## src/rtl/data_mem_server.sv

```systemverilog
// Shared single-port data memory for NUM_CORES cores. A round-robin arbiter grants
// one request per clock, and the ack and read data are registered one cycle after the grant.
module data_mem_server #(
  parameter int NUM_CORES = 4,
  parameter int ADDR_W    = 8,
  parameter int DATA_W    = 16,
  parameter int DEPTH     = 256,
  parameter     INIT_FILE = ""
) (
  input  logic                        clock,
  input  logic                        reset,
  input  logic [NUM_CORES-1:0]        req,
  input  logic [NUM_CORES-1:0]        write_en,
  input  logic [NUM_CORES*ADDR_W-1:0] addr_data,
  input  logic [NUM_CORES*DATA_W-1:0] datain,
  output logic [NUM_CORES*DATA_W-1:0] dataout,
  output logic [NUM_CORES-1:0]        ack,
  output logic                        busy
);

  localparam int PTR_W = (NUM_CORES > 1) ? $clog2(NUM_CORES) : 1;
  localparam int IDX_W = (DEPTH > 1) ? $clog2(DEPTH) : 1;

  logic [DATA_W-1:0] ram [DEPTH];

  logic [PTR_W-1:0]     rr_ptr;
  logic [NUM_CORES-1:0] elig_p0;
  logic                 gnt_vld_p0;
  logic [PTR_W-1:0]     gnt_idx_p0;
  logic                 gnt_we_p0;
  logic [ADDR_W-1:0]    gnt_addr_p0;
  logic [DATA_W-1:0]    gnt_wdata_p0;
  logic                 in_range_p0;
  logic [IDX_W-1:0]     ram_idx_p0;
  logic [DATA_W-1:0]    rd_word_p0;

  // Stage p0: arbitration and RAM access. A port whose ack is high this cycle
  // is already served, so it is masked even if its core still holds req.
  assign elig_p0 = req & ~ack;

  always_comb begin
    int               cand;
    logic [PTR_W-1:0] cand_idx;
    gnt_vld_p0 = 1'b0;
    gnt_idx_p0 = '0;
    cand       = 0;
    cand_idx   = '0;
    for (int i = 0; i < NUM_CORES; i++) begin
      cand     = (int'(rr_ptr) + i) % NUM_CORES;
      cand_idx = PTR_W'(cand);
      if (!gnt_vld_p0 && elig_p0[cand_idx]) begin
        gnt_vld_p0 = 1'b1;
        gnt_idx_p0 = cand_idx;
      end
    end
    if (reset) gnt_vld_p0 = 1'b0;
  end

  assign gnt_we_p0    = write_en[gnt_idx_p0];
  assign gnt_addr_p0  = addr_data[gnt_idx_p0*ADDR_W +: ADDR_W];
  assign gnt_wdata_p0 = datain[gnt_idx_p0*DATA_W +: DATA_W];
  assign in_range_p0  = (32'(gnt_addr_p0) < 32'(DEPTH));
  assign ram_idx_p0   = gnt_addr_p0[IDX_W-1:0];
  assign rd_word_p0   = in_range_p0 ? ram[ram_idx_p0] : '0;

  always_ff @(posedge clock) begin
    if (gnt_vld_p0 && gnt_we_p0 && in_range_p0)
      ram[ram_idx_p0] <= gnt_wdata_p0;
  end

  // Stage p1: registered ack, busy and per-port read data.
  always_ff @(posedge clock) begin
    if (reset) begin
      rr_ptr  <= '0;
      ack     <= '0;
      busy    <= 1'b0;
      dataout <= '0;
    end else begin
      ack  <= '0;
      busy <= gnt_vld_p0;
      if (gnt_vld_p0) begin
        ack[gnt_idx_p0] <= 1'b1;
        rr_ptr          <= PTR_W'((int'(gnt_idx_p0) + 1) % NUM_CORES);
        if (!gnt_we_p0)
          dataout[gnt_idx_p0*DATA_W +: DATA_W] <= rd_word_p0;
      end
    end
  end

endmodule

```

## config.mk

```make
export PLATFORM = sky130hd
export DESIGN_NAME = data_mem_server
export DESIGN_NICKNAME = d
export VERILOG_FILES = /design/src/rtl/data_mem_server.sv
export SDC_FILE = /design/constraint.sdc
export NUM_CORES = 2
export LEC_CHECK = 0
export BUFFER_PORTS_ARGS = -buffer_cell sky130_fd_sc_hd__buf_2
export CAP_MARGIN = 20
export CORE_ASPECT_RATIO = 0.5
export CORE_MARGIN = 2
export CORE_UTILIZATION = 50
export DETAILED_ROUTE_END_ITERATION = 8
export PLACE_DENSITY_LB_ADDON = 0.1
export SYNTH_ARGS = -nofsm -noshare
export SYNTH_HDL_FRONTEND = slang
export SYNTH_SLANG_ARGS = --single-unit
```

## constraint.sdc

```tcl
create_clock -name clock -period 15.45 [get_ports clock]
set_input_delay 3.09 -clock clock [delete_from_list [all_inputs] [get_ports clock]]
set_output_delay 3.09 -clock clock [all_outputs]
set_load 0.02 [all_outputs]
```

## After elaboration in Yosys (flattened, before gate mapping)

Memories as Yosys holds them, arrays and structs flattened.
Index checks and enable logic that the tools add are counted.

- Bits in latches: 0
- Bits in writable memories: 4096
- Output and inout bits: 69
- Bits of input ports: 106
- ROM bits: 0
- Memories kept: 1
- Register bits: 71

Memories:

| memory | words | bits a word | rd ports | clocked after Yosys merged registers in | wr ports | RTL line | RTL |
|---|---|---|---|---|---|---|---|
| ram | 256 | 16 | 1 | 0 | 1 | 24 | `logic [DATA_W-1:0] ram [DEPTH];` |

- Bitwise operators: 4
- Add/sub/neg operators: 5
- $lt $le $gt $ge: 6
- $mul: 0
- Div/mod/pow operators: 0
- Reductions and logical operators: 10
- Equal/unequal tests: 0
- Multiplexer cells: 24
- Shift-type cells: 4

Operators by type and width:

| operator | number |
|---|---|
| bitwise mux 64 bit | 1 |
| variable shift 16 x 34 -> 64 bit, first input constant | 1 |
| variable part select 16 x 34 -> 64 bit | 1 |
| variable part select 64 x 7 -> 16 bit | 1 |
| negator 6 -> 34 bit | 1 |
| variable part select 32 x 6 -> 8 bit | 1 |
| < comparator 2 x 3 -> 1 bit, second input constant | 5 |
| 2-to-1 mux 1 bit | 13 |
| binary-select mux 1 bit (select 2 bit) | 5 |
| 2-to-1 mux 2 bit | 4 |
| logical AND 1 bit | 5 |
| adder 2 x 1 -> 2 bit, second input constant | 2 |
| adder 2 bit, second input constant | 2 |
| AND 4 bit | 1 |
| NOT 4 bit | 1 |
| zero test 1 bit | 3 |
| demux 1 bit (select 2 bit) | 1 |
| >= comparator 2 x 1 -> 1 bit, second input constant | 1 |
| NOT 1 bit | 2 |
| AND reduction 2 bit | 1 |
| OR reduction 2 bit | 1 |

## Longest topological paths before layout

- Depth after elaboration: 19
- Depth in mapped cells: 22

## Least setup slack after synthesis

Ideal clock, no wire load.

- Path kind: in2reg
- From: input req[2]
- To: memory ram[0][0], data pin
- Setup time: 1731 ps
- Path slack: 1257 ps
- Data required time: 13719 ps
- Buffers on the path: 3
- Arrival: 12463 ps
- Cell stages on the path: 8
- Cell sequence: or3b_1 -> o311a_1 -> nor2_2 -> buf_2 -> buf_1 -> clkbuf_1 -> nand2_1 -> a31oi_1

- Cells in the longest elaborated chain, start to end: 14
- Elaborated cells on any way between the ends: 23

Ends and longest elaborated chain:

| item | RTL line | RTL |
|---|---|---|
| from (decl) | 12 | `input logic [NUM_CORES-1:0] req,` |
| AND 4 bit (*) | 39 | `assign elig_p0 = req & ~ack;` |
| binary-select mux 1 bit (select 2 bit) | 51 | `if (!gnt_vld_p0 && elig_p0[cand_idx]) begin` |
| 2-to-1 mux 1 bit (implied by the code) | 51 |  |
| 2-to-1 mux 1 bit | 51 |  |
| zero test 1 bit | 51 |  |
| logical AND 1 bit | 51 |  |
| 2-to-1 mux 1 bit | 51 |  |
| zero test 1 bit | 51 |  |
| logical AND 1 bit | 51 |  |
| 2-to-1 mux 1 bit | 51 |  |
| zero test 1 bit | 51 |  |
| logical AND 1 bit | 51 |  |
| 2-to-1 mux 2 bit (*) | 51 |  |
| variable part select 64 x 7 -> 16 bit (*) | 61 | `assign gnt_wdata_p0 = datain[gnt_idx_p0*DATA_W +: DATA_W];` |
| named net gnt_wdata_p0[0] | 32 | `logic [DATA_W-1:0] gnt_wdata_p0;` |
| to (decl) | 24 |  |

The timed path passes the listed nets; every way through them passes the cells marked *. The select of a mux whose other input is x is not followed.

## Worst setup path in the final report

- From: input req[0]
- To: register dataout[34]

- Cells in the longest elaborated chain, start to end: 17
- Elaborated cells on any way between the ends: 34

Ends and longest elaborated chain:

| item | RTL line | RTL |
|---|---|---|
| AND 4 bit (*) | 39 |  |
| binary-select mux 1 bit (select 2 bit) | 51 |  |
| 2-to-1 mux 1 bit (implied by the code) | 51 |  |
| 2-to-1 mux 1 bit | 51 |  |
| zero test 1 bit | 51 |  |
| logical AND 1 bit | 51 |  |
| 2-to-1 mux 1 bit | 51 |  |
| zero test 1 bit | 51 |  |
| logical AND 1 bit | 51 |  |
| 2-to-1 mux 1 bit | 51 |  |
| zero test 1 bit | 51 |  |
| logical AND 1 bit | 51 |  |
| 2-to-1 mux 2 bit | 51 |  |
| variable part select 32 x 6 -> 8 bit or binary-select mux 1 bit (select 2 bit) (tied branches) | 60, 59 |  |
| memory (256 x 16 bit) or 2-to-1 mux 1 bit (tied branches) | -- |  |
| variable part select 16 x 34 -> 64 bit or NOT 1 bit (tied branches) | -- |  |
| bitwise mux 64 bit or AND reduction 2 bit (tied branches) | -- |  |
| to (signal, indexed assignment) | 85 | `dataout[gnt_idx_p0*DATA_W +: DATA_W] <= rd_word_p0;` |
| to (decl) | 16 | `output logic [NUM_CORES*DATA_W-1:0] dataout,` |

Every way passes the cells marked *; elsewhere a longest branch is shown, timed or not. The select of a mux whose other input is x is not followed.
A chain may end at the register's enable or synchronous reset.

==> metrics.md <==
| Metric | Value |
|---|---|
| Total power draw | 42.1 mW |
| Post-synth top area cell | edfxtp_1 |
| Yosys cell types | 85 |
| Clk_lat worst skew | 0.98 ns |
| Initial antenna violation count | 63 |
| Static leakage | 61.0 nW |
| Clk_skew | 0.0726 ns |
| Post-DRT Antenna Nets | 0 |
| YS warnings | 0 |
| Ports | 175 |
| Post-Syn Area | 162000 sq um |
| Hold Path Stages | 2 |
| Fillers | 25200 |
| Number of global-route vias before repair | 93800 |
| Initial DRC count | 18600 |
| Num CTS Buffers | 370 |
| Final worst setup slack | 4.12 ns |
| Final Wtd Congestion | 0.920 |
| Share of cells above drive strength 1 | 14.6% |
| Maximum vdd drop | 234 uV |
| Die ar. | 330000 sq um |
| Critical path startpoint category | input pin |
| Sequential Area | 124000 sq um |
| Area of the multi-input gates | 35900 sq um |
| Via count | 103000 |
| Dpl ws | 3.75 ns |
| Area contributors post-synth | edfxtp_1 (76%), nand2_1 (5.6%), mux2i_1 (5.2%) |
| Synth Flop Type | edfxtp_1 |
| Synth top area share | 75.8% |
| Seq/Total Area, Yosys | 76.6% |
| Largest net degree at the start of global routing | 186 |
| Peak Freq | 88.3 MHz |
| Worst Setup End Kind | register |
| DRC viols | 0 |
| Clock root buffer | clkbuf_16 |
| Hold buffer count at cts | 0 |
| Post-cts repair resize count | 0 |
| Worst hold path class | register to register |
| Slew HR | 9.25% |
| GRT Resource Usage Total | 34.3% |
| Data required, critical path | 16.31 ns |
| Post-DP Area | 171000 sq um |
| Rows | 147 |
| Area Growth Syn to Fin | 12.9% |
| Worst-Margin Slew | 1.35 ns |
| Global-route wire length before repair | 782000 um |
| CTS Buffer Depth | 4 |
| Routed len/inst | 36.8 um |
| Routed wire length | 576000 um |
| Port Buffers | 174 |
| Via density | 6.57 |
| Die Width | 810 um |
| Mean post-synth cell area | 15.3 sq um |
| Max Slew Vio Count | 0 |
| CTS tree | built |
| Setup tns final | 0 ns |
| Syn Nets | 10700 |
| P per Cell Area | 230 nW/um^2 |
| EDFF count, synth | 4096 |
| Cells after synthesis | 10600 |
| Post-CTS setup buffers | 0 |
| TritonCTS Sinks | 4167 |
| Reg2reg end | dataout[34] |
| Run status | finished, final reports clean |
| RSZ-0062 raised after global routing | false |
| Final Core Density | 56.9% |
| Max_cap viols | 0 |
| Synth Register Bits | 4167 |
| Die H | 407 um |
| Final Cycle Share | 73.3% |
| DP HPWL | 345000 um |
| CP Data Arrival Time | 12.19 ns |
| CTS H-Tree Depth | 5 |
| Tmin final | 11.33 ns |
| Clock slew at reported path FFs | 0.07 ns |
| Reg2Reg Setup Slack | 5.93 ns |
| DRT Pass-1 Iters | 6 |
| Asr flop ratio synth | 0% |
| Setup CP Type | input pin to register |
| Reg2reg path depth | 17 |
| Final #Nets | 11200 |
| Worst Hold End | dataout[22] |
| Final hold viol count | 0 |
| HP Start | dataout[22] |
| CP max FO | 79 |
| Core footprint | 322000 sq um |
| Reg-to-Reg Start | ack[3] |
| Final setup fails | 0 |
| Starting density of the core | 50.4% |
| Post-route cell area | 183000 sq um |
| Total grt overflow | 0 |
==> synthesized netlist by cell type (27+ instances only) <==
cell,number
o21ai_0,51
buf_1,108
mux2i_1,851
nor3_1,27
mux4_2,37
and3_1,52
clkbuf_1,227
a221oi_1,61
buf_4,71
nand4_1,98
o21ai_1,61
a21oi_1,98
nand3_1,462
a32o_1,71
a41oi_1,28
buf_2,244
a211oi_1,28
nand2_1,2430
a32oi_1,597
dfxtp_1,71
a31oi_1,160
edfxtp_1,4096
nor2_1,307
==> cells by family after synthesis <==
logic type,share of synthesized area [%]
DFF,76.6
buffers and inverters,2.06
AOI/OAI and AO/OA,6.40
muxes,5.91
adders and majority gates,0.0617
and+or+nand+nor,8.92
==> power by group <==
| group | switching, mW | internal (mW) |
|---|---|---|
| sequential | 0.0529 | 15.0 |
| clock | 4.22 | 4.98 |
| combinational | 13.9 | 3.87 |
| total | 18.2 | 23.9 |
==> state kept, by name, indices dropped and copies added, names as in the netlist <==
register  count
dataout      64
ram        4096
ack           4
rr_ptr        2
busy          1
==> cell type report <==
type                    instances  area share, %
diodes                         16         0.0218
clock buffers                 459           5.36
clock inverters               199          0.950
inverters                      15         0.0314
multi-input cells            5728           19.6
flip-flops and latches       4167           67.9
well taps                    4321           2.95
repair buffers                756           3.21
==> critical path, cell delays in order <==
cell,delay (ns)
buf_2,0.11
nor2b_1,0.21
a221oi_1,0.11
o21a_1,0.19
buf_4,0.27
clkinv_2,0.33
buf_4,0.66
nand3_1,0.97
nand2_4,0.81
buf_12,0.45
nor3_2,0.13
buf_4,0.29
a32oi_1,0.24
nand4_1,0.63
a2111oi_0,1.24
o2111ai_1,0.93
or4_1,1.01
o21ai_1,0.22
==> layer usage <==
metal  global-route usage [%]  share of wire [%]  wire [um]  vias up
met3                     12.9                 16      89800      977
met2                     47.8                 41     237000     7326
met4                     10.4                3.4      19700       30
met1                     50.0                 40     229000    52800
li1                         -                  -          -    41800
met5                        0              0.032        185        -
==> through the flow <==
stage	hold slack, ns	instances
after floorplan	0.498	10600
after global placement	0.437	14900
after detailed placement	0.441	15000
after CTS	0.450	15600
after global routing	0.463	15600
final	0.449	15700
==> placed cells by master (no fill, tap or decap), drive strengths merged, types with 98 or more instances in the layout <==
cell type / n
clkinv: 154
buf: 756
a21oi: 98
mux2i: 853
a32oi: 597
edfxtp: 4096
nor2: 310
nand4: 98
nand2: 2430
nand3: 462
a31oi: 160
clkbuf: 459
o21ai: 112
==> worst max path at each step <==
stage	startpoint	endpoint	cells past startpoint
2_1_floorplan	req[2]	ram[0][0]	8
3_3_place_gp	req[0]	dataout[53]	19
3_5_place_dp	req[0]	dataout[34]	18
4_1_cts	req[0]	dataout[34]	18
5_1_grt	req[0]	dataout[34]	18
6_report	req[0]	dataout[34]	18
Power figures use the tool's default switching activity.
